File: src/rtl/load_ext_unit_pkg.sv
// Shared load-type encodings, FSM states and the alignment legality check
// used by the load extension unit.
package load_ext_unit_pkg;

  localparam logic [2:0] LB  = 3'b000;
  localparam logic [2:0] LH  = 3'b001;
  localparam logic [2:0] LW  = 3'b010;
  localparam logic [2:0] LBU = 3'b100;
  localparam logic [2:0] LHU = 3'b101;

  typedef enum logic [1:0] {
    IDLE = 2'd0,
    WAIT = 2'd1,
    DONE = 2'd2
  } state_t;

  // Any encoding outside the five load types counts as misaligned, so the
  // pipeline takes one trap path for both cases.
  function automatic logic ld_misaligned(input logic [2:0] f, input logic [1:0] off);
    case (f)
      LB, LBU: ld_misaligned = 1'b0;
      LH, LHU: ld_misaligned = off[0];
      LW:      ld_misaligned = (off != 2'b00);
      default: ld_misaligned = 1'b1;
    endcase
  endfunction

endpackage

File: src/rtl/load_ext_unit_align.sv
// Lane select plus sign/zero extension of a memory word. It is purely
// combinational so a cache-hit bypass can reuse it.
module load_align
  import load_ext_unit_pkg::*;
(
  input  logic [31:0] i_rdata,
  input  logic [1:0]  i_off,
  input  logic [2:0]  i_funt3,
  output logic [31:0] o_ext
);

  logic [7:0]  w_byte;
  logic [15:0] w_half;

  always_comb begin
    w_byte = i_rdata[{i_off, 3'b000} +: 8];
    w_half = i_off[1] ? i_rdata[31:16] : i_rdata[15:0];
    case (i_funt3)
      LB:      o_ext = {{24{w_byte[7]}}, w_byte};
      LBU:     o_ext = {24'd0, w_byte};
      LH:      o_ext = {{16{w_half[15]}}, w_half};
      LHU:     o_ext = {16'd0, w_half};
      default: o_ext = i_rdata;
    endcase
  end

endmodule

File: src/rtl/load_ext_unit.sv
// Load request -> word-aligned memory read -> extended, registered result,
// with misalignment and bus-timeout reporting.
module load_ext_unit
  import load_ext_unit_pkg::*;
#(
  parameter int TIMEOUT = 16,
  parameter int CNT_W   = 5
) (
  input  logic        clk,
  input  logic        rst,
  input  logic        loadReq,
  input  logic [2:0]  funt3,
  input  logic [31:0] addr,
  output logic        loadReady,
  output logic        memReq,
  output logic [31:0] memAddr,
  input  logic        memAck,
  input  logic [31:0] memRdata,
  output logic        loadValid,
  output logic [31:0] dataExt,
  output logic        misaligned,
  output logic        busErr
);

  state_t             r_state, w_next;
  logic [2:0]         r_funt3;
  logic [1:0]         r_off;
  logic [CNT_W-1:0]   r_cnt;
  logic               w_mis, w_tmo;
  logic [31:0]        w_ext;

  assign w_mis = ld_misaligned(funt3, addr[1:0]);
  // Fires on the TIMEOUT-th WAIT cycle without an ack (counter starts at 0).
  assign w_tmo = (TIMEOUT > 0) && (r_cnt == CNT_W'(TIMEOUT - 1));

  load_align u_align (
    .i_rdata (memRdata),
    .i_off   (r_off),
    .i_funt3 (r_funt3),
    .o_ext   (w_ext)
  );

  always_ff @(posedge clk or posedge rst) begin
    if (rst) r_state <= IDLE;
    else     r_state <= w_next;
  end

  always_comb begin
    w_next = r_state;
    case (r_state)
      IDLE:    if (loadReq) w_next = w_mis ? DONE : WAIT;
      WAIT:    if (memAck || w_tmo) w_next = DONE;
      DONE:    w_next = IDLE;
      default: w_next = IDLE;
    endcase
  end

  always_comb begin
    loadReady = (r_state == IDLE);
    loadValid = (r_state == DONE);
  end

  always_ff @(posedge clk or posedge rst) begin
    if (rst) begin
      memReq     <= 1'b0;
      memAddr    <= '0;
      dataExt    <= '0;
      misaligned <= 1'b0;
      busErr     <= 1'b0;
      r_cnt      <= '0;
      r_funt3    <= '0;
      r_off      <= '0;
    end else begin
      case (r_state)
        IDLE: if (loadReq) begin
          r_funt3    <= funt3;
          r_off      <= addr[1:0];
          misaligned <= w_mis;
          busErr     <= 1'b0;
          r_cnt      <= '0;
          if (w_mis) begin
            dataExt <= '0;
          end else begin
            memReq  <= 1'b1;
            memAddr <= {addr[31:2], 2'b00};
          end
        end
        WAIT: begin
          // An ack in the same cycle as the timeout still delivers data.
          if (memAck) begin
            memReq  <= 1'b0;
            dataExt <= w_ext;
          end else if (w_tmo) begin
            memReq  <= 1'b0;
            busErr  <= 1'b1;
            dataExt <= '0;
          end else begin
            r_cnt <= r_cnt + 1'b1;
          end
        end
        default: ;
      endcase
    end
  end

endmodule

File: config.mk
export PLATFORM = sky130hd
export DESIGN_NAME = load_ext_unit
export DESIGN_NICKNAME = d
export VERILOG_FILES = /design/src/rtl/load_ext_unit_pkg.sv /design/src/rtl/load_ext_unit_align.sv /design/src/rtl/load_ext_unit.sv
export SDC_FILE = /design/constraint.sdc
export NUM_CORES = 1
export LEC_CHECK = 0
export CORE_UTILIZATION = 40
export CTS_CLUSTER_DIAMETER = 150
export CTS_CLUSTER_SIZE = 8
export DETAILED_ROUTE_END_ITERATION = 10
export PLACE_DENSITY = 0.74
export SYNTH_ARGS = -nofsm -noshare
export SYNTH_HDL_FRONTEND = slang
export SYNTH_SLANG_ARGS = --single-unit
export TNS_END_PERCENT = 30
File: constraint.sdc
create_clock -name clk -period 4.7 [get_ports clk]
set_clock_uncertainty 0.1 [all_clocks]
set_input_delay 0.705 -clock clk [delete_from_list [all_inputs] [get_ports clk]]
set_output_delay 0.705 -clock clk [all_outputs]
set_load 0.01 [all_outputs]
==> results.cfg <==
[grt]
grt_max_degree = 51
grt_overflow = 0
antenna_found_initial = 0
top_usage_layer = met2
grt_pass1_wl_um = 16000
use_met2_pct = 32.3
grtUsageMet3_pct = 7.34
grt_pass1_vias = 3170
track_usage_pct = 21.2
grt_util_met1_pct = 27.9

[detailed_routing]
ant_nets = 0
wl_per_cell_um = 17.2
drt_first_pass_iters = 7
drc_errors = 0
routed_via_density = 5.46
vias = 3052
first_iter_violations = 102
routed_wl_um = 9620

[setup_path]
crit_fanout = 11
cp_cell_sequence = inv_1, nor2_1, clkdlybuf4s50_1
crit_slowest_cell = clkdlybuf4s50_1
r2r-end = dataExt[13]
arrival_ns = 1.70
reg2reg_depth = 4
cp-startpoint = r_state[1]
startpoint_type = flip-flop
worst_setup_path_end_kind = primary output
crit_family = buffers and inverters
crit_type = reg -> out
r2r_setup_slack_ns = 2.20
max_stage_delay_ns = 0.56
cp.required_ns = 3.89
path_buf_inv = 2
r2r-start = r_off[1]

[power_and_ir_drop]
internal_power_uw = 1840
irDropWorstVdd_v = 0.000248
p_comb_share_pct = 37.4
totalPowerFinal_uw = 2650
p_seq_share_pct = 39.1
switchingPower_uw = 816
power_density_mw_per_mm2 = 499
clock_power_share_pct = 23.5
power.static_leakage_uw = 0.00227
switching_share_pct = 30.8

[die]
die_h_um = 97.5
rows = 34
core_mm2 = 0.00876
die_w_um = 97.5
start_util_pct = 41.6
die_area_mm2 = 0.00951
ios = 140

[clocking]
htreeDepth = 3
cts_repair_resize_count = 0
cts_setup_buffers = 0
cts_buffer_depth = 2
cts_hold_buf = 0
worstSkewPairLatency_ns = 0.36
root_buffer = clkbuf_8
cts-buffers-inserted = 9
cts.sinks = 77
cts_tree = yes
clk_pin_slew_ns = 0.09

[timing]
rsz0062_at_grt = no
fmaxAchievable_mhz = 400
fin_crit_sh_pct = 53.3
slew_headroom_pct = 32.3
setup_viol_count_final = 0
worst_pin_slew_ns = 1.01
hold_violations = 0
fin_setup_tns_ns = 0
hold_slack_ns = 0.389
min_period_ns = 2.50
slew_viol_final = 0

[outcome]
outcome = completed

[logic_synthesis]
ys_warn_count = 0
avgSynthCellArea_um2 = 11.6
synth.most_common_cell = dfrtp_1
syn-cell-area_mm2 = 0.00365
synth_cell_types = 40
synth_flop_cell = dfrtp_1
synth.largest_area_cell = dfrtp_1
synth-edff-count = 0
seq_area_frac_synth_pct = 52.8
ys_ff_latch = 77
synthArstFlopShare_pct = 100
syn_inst = 315
synth_top_area_share_pct = 52.8
ys_top_cells_by_area = dfrtp_1, mux2_2, nand2_1, a221o_1, a32o_1
synthTopCellsByCount = dfrtp_1, mux2_2, nand2_1, o21ai_0

[final_layout]
layout.nets = 519
area_growth_pct = 45.7
n_antenna_cell = 0
drive_above_1_share_pct = 15.3

[placement]
place.gp.congestion = 0.830
numPortBuffers = 137
dp_hpwl_um = 6960

[flow_run]
cap_violations = 0

[min_path]
hold_path_depth = 2
hold_end = dataExt[6]
worstHoldStart = dataExt[6]
hold_class = reg -> reg
kinds of logic (layout without fill, tap and decap cells):
kind of cell	Yosys count	in the layout	share of synthesized area, %
AOI/OAI and AO/OA	67	67	14.6
xor gates and xnor gates	1	1	0.240
adders and majority gates	2	2	0.686
buffers and inverters	28	163	3.94
DFF	77	77	52.8
muxes	52	52	16.1
other	1	2	0.103
and+or+nand+nor	87	87	11.5
power by group through the flow:
stage	logic [uW]	registers [uW]	clock network [uW]
floorplan	430	1070	0
global placement	979	1040	0
detailed placement	994	1050	0
CTS	1000	1040	637
global route	1070	1070	656
finish	992	1040	623
area by class of cell:
type / instances / area, um^2
fillers: 750 / 3450
flip-flops and latches: 77 / 1930
multi-input cells: 211 / 1580
repair buffers: 141 / 1400
clock buffers: 11 / 141
well taps: 108 / 135
clock inverters: 5 / 106
inverters: 6 / 22.5
per-stage QoR:
step / worst slack, ns / cells / cell area [um^2] / utilization, %
floorplan: 1.93 / 316 / 3650 / -
global placement: 1.89 / 543 / 5070 / 57.8
detailed placement: 1.85 / 543 / 5070 / 57.8
CTS: 2.17 / 559 / 5320 / 60.7
global route: 2.05 / 559 / 5320 / 60.7
finish: 2.20 / 559 / 5320 / 60.7
routing by layer:
layer / part of all wire [%] / vias up
li1: - / 1408
met1: 43 / 1495
met2: 45 / 136
met3: 10 / 13
met4: 1.7 / 0
met5: 0 / -
worst max path at each step:
| stage | endpoint | cells after the start |
|---|---|---|
| 3_3_place_gp | dataExt[22] | 4 |
| 4_1_cts | loadValid | 3 |
| 3_5_place_dp | dataExt[24] | 4 |
| 6_report | loadValid | 3 |
| 2_1_floorplan | busErr | 1 |
| 5_1_grt | dataExt[9] | 4 |
registers in the layout, summed over array words and instances, names as in the netlist:
| signal | cells |
|---|---|
| dataExt | 32 |
| memReq | 1 |
| misaligned | 1 |
| r_funt3 | 3 |
| busErr | 1 |
| r_cnt | 5 |
| r_off | 2 |
| r_state | 2 |
| memAddr | 30 |
cell usage in the layout, fill, tap and decap left out, types with 2 or more instances in the layout:
cell type        Yosys  routed
clkdlybuf4s50_1      0     137
dfrtp_1             77      77
mux2_2              44      44
nand2_1             43      43
o21ai_0             17      17
nor2_1              16      16
a221o_1             16      16
nand2b_1            10      10
clkbuf_8             0      10
a32o_1               9       9
a21oi_1              8       8
mux2i_1              7       7
inv_1                6       5
a2bb2oi_1            5       5
o221ai_1             5       5
a22o_1               4       4
buf_4                2       4
bufinv_16            0       3
nor2b_1              2       2
and3_1               2       2
and2_1               2       2
or3_1                2       2
ha_1                 2       2
conb_1               1       2
worst reg2reg max path: stages, from the launching register on:
cell	delay [ns]
dfrtp_1	0.75
mux4_2	0.59
a21oi_1	0.55
nand2_1	0.12
a32o_1	0.27
(Power assumes the default switching activity.)
==> patch 1 (same settings) <==
Reset style: synchronous (`rst`), changed in 2 clocked blocks.
--- a/src/rtl/load_ext_unit.sv
+++ b/src/rtl/load_ext_unit.sv
@@ -40,7 +40,7 @@
     .o_ext   (w_ext)
   );
 
-  always_ff @(posedge clk or posedge rst) begin
+  always_ff @(posedge clk) begin
     if (rst) r_state <= IDLE;
     else     r_state <= w_next;
   end
@@ -60,7 +60,7 @@
     loadValid = (r_state == DONE);
   end
 
-  always_ff @(posedge clk or posedge rst) begin
+  always_ff @(posedge clk) begin
     if (rst) begin
       memReq     <= 1'b0;
       memAddr    <= '0;
Behaviour: differs if rst is asserted again (counterexample within 4 cycles, from zero or initial values and one cycle with rst high); with rst held inactive, the same outputs for 4 cycles.
==> patch 1 against the original RTL <==
- sequential cell count unchanged
- non-clock buffer count unchanged
- routed wire length down 5.2%
- worst hold slack worse by 0.020 ns
- cell area down 4.8%
- via count up 2.9%
- area after synthesis down 5.5%
- setup slack worse by 0.49 ns
- highest routed layer unchanged
Power is not compared: it rests on default switching activity, and its combinational part moved more than twofold at a synthesized area within 25%.
==> patch 1: results (changes against the original RTL) <==
Yosys
  – Top cells by count, synth: dfxtp_1, nor2_1, mux2i_1, a21oi_1, nand2_1
  – Synth Area in Adders: 0.726% (+0.040 points)
  – Compound-Gate Fraction of Synth Area: 20.4% (+5.8 points)
  – Mean post-synth cell area: 9.71 um^2 (-16%)
  – Synth warn: 0 (unchanged)
  – Post-synthesis cell type count: 48 (+20%)
  – Async SR Flop Fraction: 0% (-100 points)
  – Register area share after synthesis: 44.7% (-8.1 points)
  – Post-synthesis mux area share: 13.5% (-2.6 points)
  – Synth top area cells: dfxtp_1, mux2i_1, nor2_1
  – Post-Synth XOR/XNOR Area: 0% (-0.24 points)
  – Top_reg_cell synth: dfxtp_1

Clock network
  – Max clock buf depth: 2 (unchanged)
  – Root Buffer: clkbuf_8
  – Worst-path clk slew: 0.08 ns
  – H-tree levels: 3 (unchanged)
  – Worst-Skew Late Latency: ~0.35 ns
  – Num CTS Buffers: 9 (unchanged)
  – Postcts setup bufs: 0 (unchanged)
  – Post-CTS Resized: 0 (unchanged)

Global routing
  – Vias in the first global route: 3,006 (-5.2%)
  – Largest net degree at the start of global routing: 29 (-43%)
  – Total GRT Usage: 20.3% (-0.94 points)
  – First-pass GRT wire length: 14,200 um (-11%)
  – Initial antenna violation count: 0 (unchanged)

Setup path
  – Crit path max-delay family: compound AO/OA/AOI/OAI gates
  – Worst path slowest cell: a211oi_4
  – Arr. time, crit path: 3.18 ns (+1.48 ns)
  – Slowest Stage Delay on Critical Path: 0.97 ns (+0.41 ns)
  – Worst Path Max Fanout: 28 (+17)

Power
  – Cell leakage power: roughly 2.0 nW
  – Peak supply drop: 189 uV

Layout
  – Area of the multi-input gates: 1760 um^2 (+11%)
  – Final nets: 553 (+6.6%)
  – Fillers: 736 (-1.9%)
  – Largest regs: dataExt (32), memAddr (30), r_cnt (5)
  – Share of cells above drive strength 1: 11.0% (-4.3 points)
  – Number of diodes: 0 (unchanged)

Placement
  – Cell total after placement: 574 (+5.7%)
  – Dpl hpwl: 6670 um (-4.2%)
  – Placed instance area: 4850 um^2 (-4.3%)
  – Final Wtd Congestion: 0.825 (-0.61%)
  – Place WS: 1.29 ns (-0.555 ns)
  – Number of I/O port buffers: 137 (unchanged)

Outcome
  – Outcome: complete, no violations

Floorplan
  – Die area: 8990 um^2 (-5.4%)

Min path
  – HP Class: reg -> reg

Route
  – DRT Pass-1 Iters: 4 (-3)
  – Vias per cell: 5.33 (-2.3%)
  – Routed WL: 9110 um (-5.2%)
  – DRT iter0 DRCs: 117 (+15%)
  – Vias: 3,141 (+2.9%)

Timing
  – Relative slew slack: 24.6% (-7.7 points)
## patch 1: changes by cell type after synthesis, sizes merged, moves of 9 or more
cell	before	now
dfxtp	0	77
a32o	9	0
mux2i	7	34
a21oi	8	26
mux2	44	8
nor2	16	48
dfrtp	77	0
nand2	43	22
## patch 1: worst min-delay path, stage by stage (launching register included)
cell	delay, ns
dfxtp_1	0.32
nand2_1	0.05
a21oi_1	0.05
## patch 1: metal layers
layer | routed length, um | vias up | share of wire (%) | global-route usage, %
li1 | - | 1541 | - | -
met3 | 812 | 6 | 8.9 | 7.65
met1 | 4040 | 1472 | 44 | 25.5
met2 | 4190 | 122 | 46 | 32.2
met5 | 0 | - | 0 | 0
met4 | 68 | 0 | 0.75 | 5.93
## patch 1: worst paths after layout
path | start | end | slack, ns | depth (start not counted)
max reg2reg | r_cnt[0]$_SDFFE_PP0P_ | dataExt[0]$_SDFFE_PP0P_ | 2.05 | 8
max | addr[1] | dataExt[0]$_SDFFE_PP0P_ | 1.71 | 6
min reg2reg | misaligned$_SDFFE_PP0P_ | misaligned$_SDFFE_PP0P_ | 0.37 | 2
min | misaligned$_SDFFE_PP0P_ | misaligned$_SDFFE_PP0P_ | 0.37 | 2
## patch 1: layout make-up
type | count | area share [%]
inverter | 5 | 0.371
sequential | 77 | 30.4
tap | 105 | 2.60
clock buffer | 9 | 2.45
multi-input combinational | 246 | 34.7
clock inverter | 6 | 1.75
timing repair buffer | 141 | 27.7
## patch 1: power by group
part | leakage [nW] | internal (W) | switching [W]
clock network | 0.101 | 0.000296 | 0.000248
logic | 1.27 | 0.000145 | 0.000110
registers | 0.625 | 0.000677 | 0.0000273
total | 2.00 | 0.00112 | 0.000385
==> patch 2 (same flow settings) <==
Without the edit above. `CNT_W`: 5 -> 4.
--- a/src/rtl/load_ext_unit.sv
+++ b/src/rtl/load_ext_unit.sv
@@ -4,7 +4,7 @@
   import load_ext_unit_pkg::*;
 #(
   parameter int TIMEOUT = 16,
-  parameter int CNT_W   = 5
+  parameter int CNT_W   = 4
 ) (
   input  logic        clk,
   input  logic        rst,
Formal check against the unedited RTL: no difference found for any inputs over 4 cycles, from zero or initial values and one cycle with rst high; that may be too few to reach the edited logic, so the function may still have changed.
==> patch 2 against the original RTL <==
- area after synthesis is 1.2% lower
- sequential cell count down 1
- routed wire length decreased by 2.9%
- fmax rose by 1.3%
- final cell count increased by 0.18%
- cell area fell by 1.4%
- power grew 2.2%
- setup slack better by 0.032 ns
- highest routed layer unchanged
- global-route usage decreased by 0.26 points
==> patch 2: results (changes against the original RTL) <==
Layout
  – Share of cells above drive strength 1: 11.7% (-3.6 points)
  – Register Area: 1900 um^2 (-1.3%)
  – Largest regs: dataExt (32), memAddr (30), r_cnt (4)
  – Final Util: 60.1% (-0.55 points)
  – Area of the multi-input gates: 1580 um^2 (-0.24%)
  – Signal buf overhead: 26.7% (+0.37 points)
  – Number of multi-input logic gates: 213 (+0.95%)
  – Clock network area share: 3.87% (-0.79 points)
  – Inverters: 6 (unchanged)
  – Clkbuf count: 12 (+1)

Setup path
  – Setup crit end: dataExt[10]$_DFFE_PP0P_
  – Worst Path Max Fanout: 21 (+10)
  – CP Launch Point: r_off[1]$_DFFE_PP0P_
  – Crit path max-delay family: flip-flops
  – R2R setup slack: 2.23 ns (+0.03 ns)
  – Worst path slowest cell: dfrtp_1
  – Arr. time, crit path: 2.60 ns (+0.90 ns)

Yosys
  – Synth top area cells: dfrtp_1, mux2_2, mux2i_1
  – Mean post-synth cell area: 11.5 um^2 (-0.92%)
  – Register area share after synthesis: 52.8% (about the same)
  – #FFs+latches synth: 76 (-1.3%)
  – Top cells by count, synth: dfrtp_1, mux2_2, nand2b_1, nand2_1, o21ai_0

Global routing
  – First-pass GRT wire length: 15,800 um (-1.2%)
  – Met1 usage: 27.7% (-0.20 points)
  – Vias in the first global route: 3,045 (-3.9%)
  – Met2 track demand over resource: 32.1% (-0.15 points)

Min path
  – Hold Path End: misaligned$_DFFE_PP0P_
  – Hold Crit Start: misaligned$_DFFE_PP0P_

Placement
  – Placed instance area: 5040 um^2 (-0.57%)
  – Cell total after placement: 544 (+0.18%)
  – Place WS: 1.99 ns (+0.145 ns)
  – Final Wtd Congestion: 0.799 (-3.7%)
  – Dpl hpwl: 6720 um (-3.5%)

Clock network
  – Worst-Skew Late Latency: 0.34 ns (-0.02 ns)
  – Worst-path clk slew: ~0.080 ns

Route
  – Met1 Wirelength: 4120 um (-0.89%)
  – WL met3: 989 um (+3.3%)
  – Routed WL: 9340 um (-2.9%)
  – Length of routed met2 wiring: 4140 um (-4.7%)
  – DRT iter0 DRCs: 84 (-18%)
  – Routed len/inst: 16.7 um (-3.0%)

Timing
  – Relative slew slack: 40.3% (+8.0 points)
  – Fin crit share: 52.6% (-0.68 points)
  – Hold Slack: 0.392 ns (+0.00300 ns)

Power
  – Peak supply drop: 285 uV (+15%)
  – Cell leakage power: 2.18 nW (-4.0%)
  – Net Sw Frac: 32.7% (+1.9 points)

Outcome
  – Outcome: complete, no violations
patch 2: cell types whose count changed after synthesis, moves of 9 or more:
cell / delta
nand2_1: -20
mux2_2: -17
a221o_1: -16
nand2b_1: +15
a22o_1: +12
mux2i_1: +9
nand3_1: +9
patch 2: kinds of logic (layout without fill, tap and decap cells):
family | Yosys count | after routing | share of synthesized area, %
adders and majority gates | 1 | 1 | 0.347
buffers and inverters | 26 | 163 | 3.54
AOI/OAI and AO/OA | 79 | 79 | 17.0
muxes | 48 | 48 | 14.8
and+or+nand+nor | 83 | 83 | 11.5
other | 1 | 2 | 0.104
DFF | 76 | 76 | 52.8
patch 2: power groups by stage:
stage,clock (W),sequential (W),combinational (W)
2_1_floorplan,0,0.00111,0.000485
3_3_place_gp,0,0.00106,0.00113
3_5_place_dp,0,0.00107,0.00115
4_1_cts,0.000527,0.00106,0.00116
5_1_grt,0.000552,0.00109,0.00124
6_report,0.000512,0.00105,0.00115
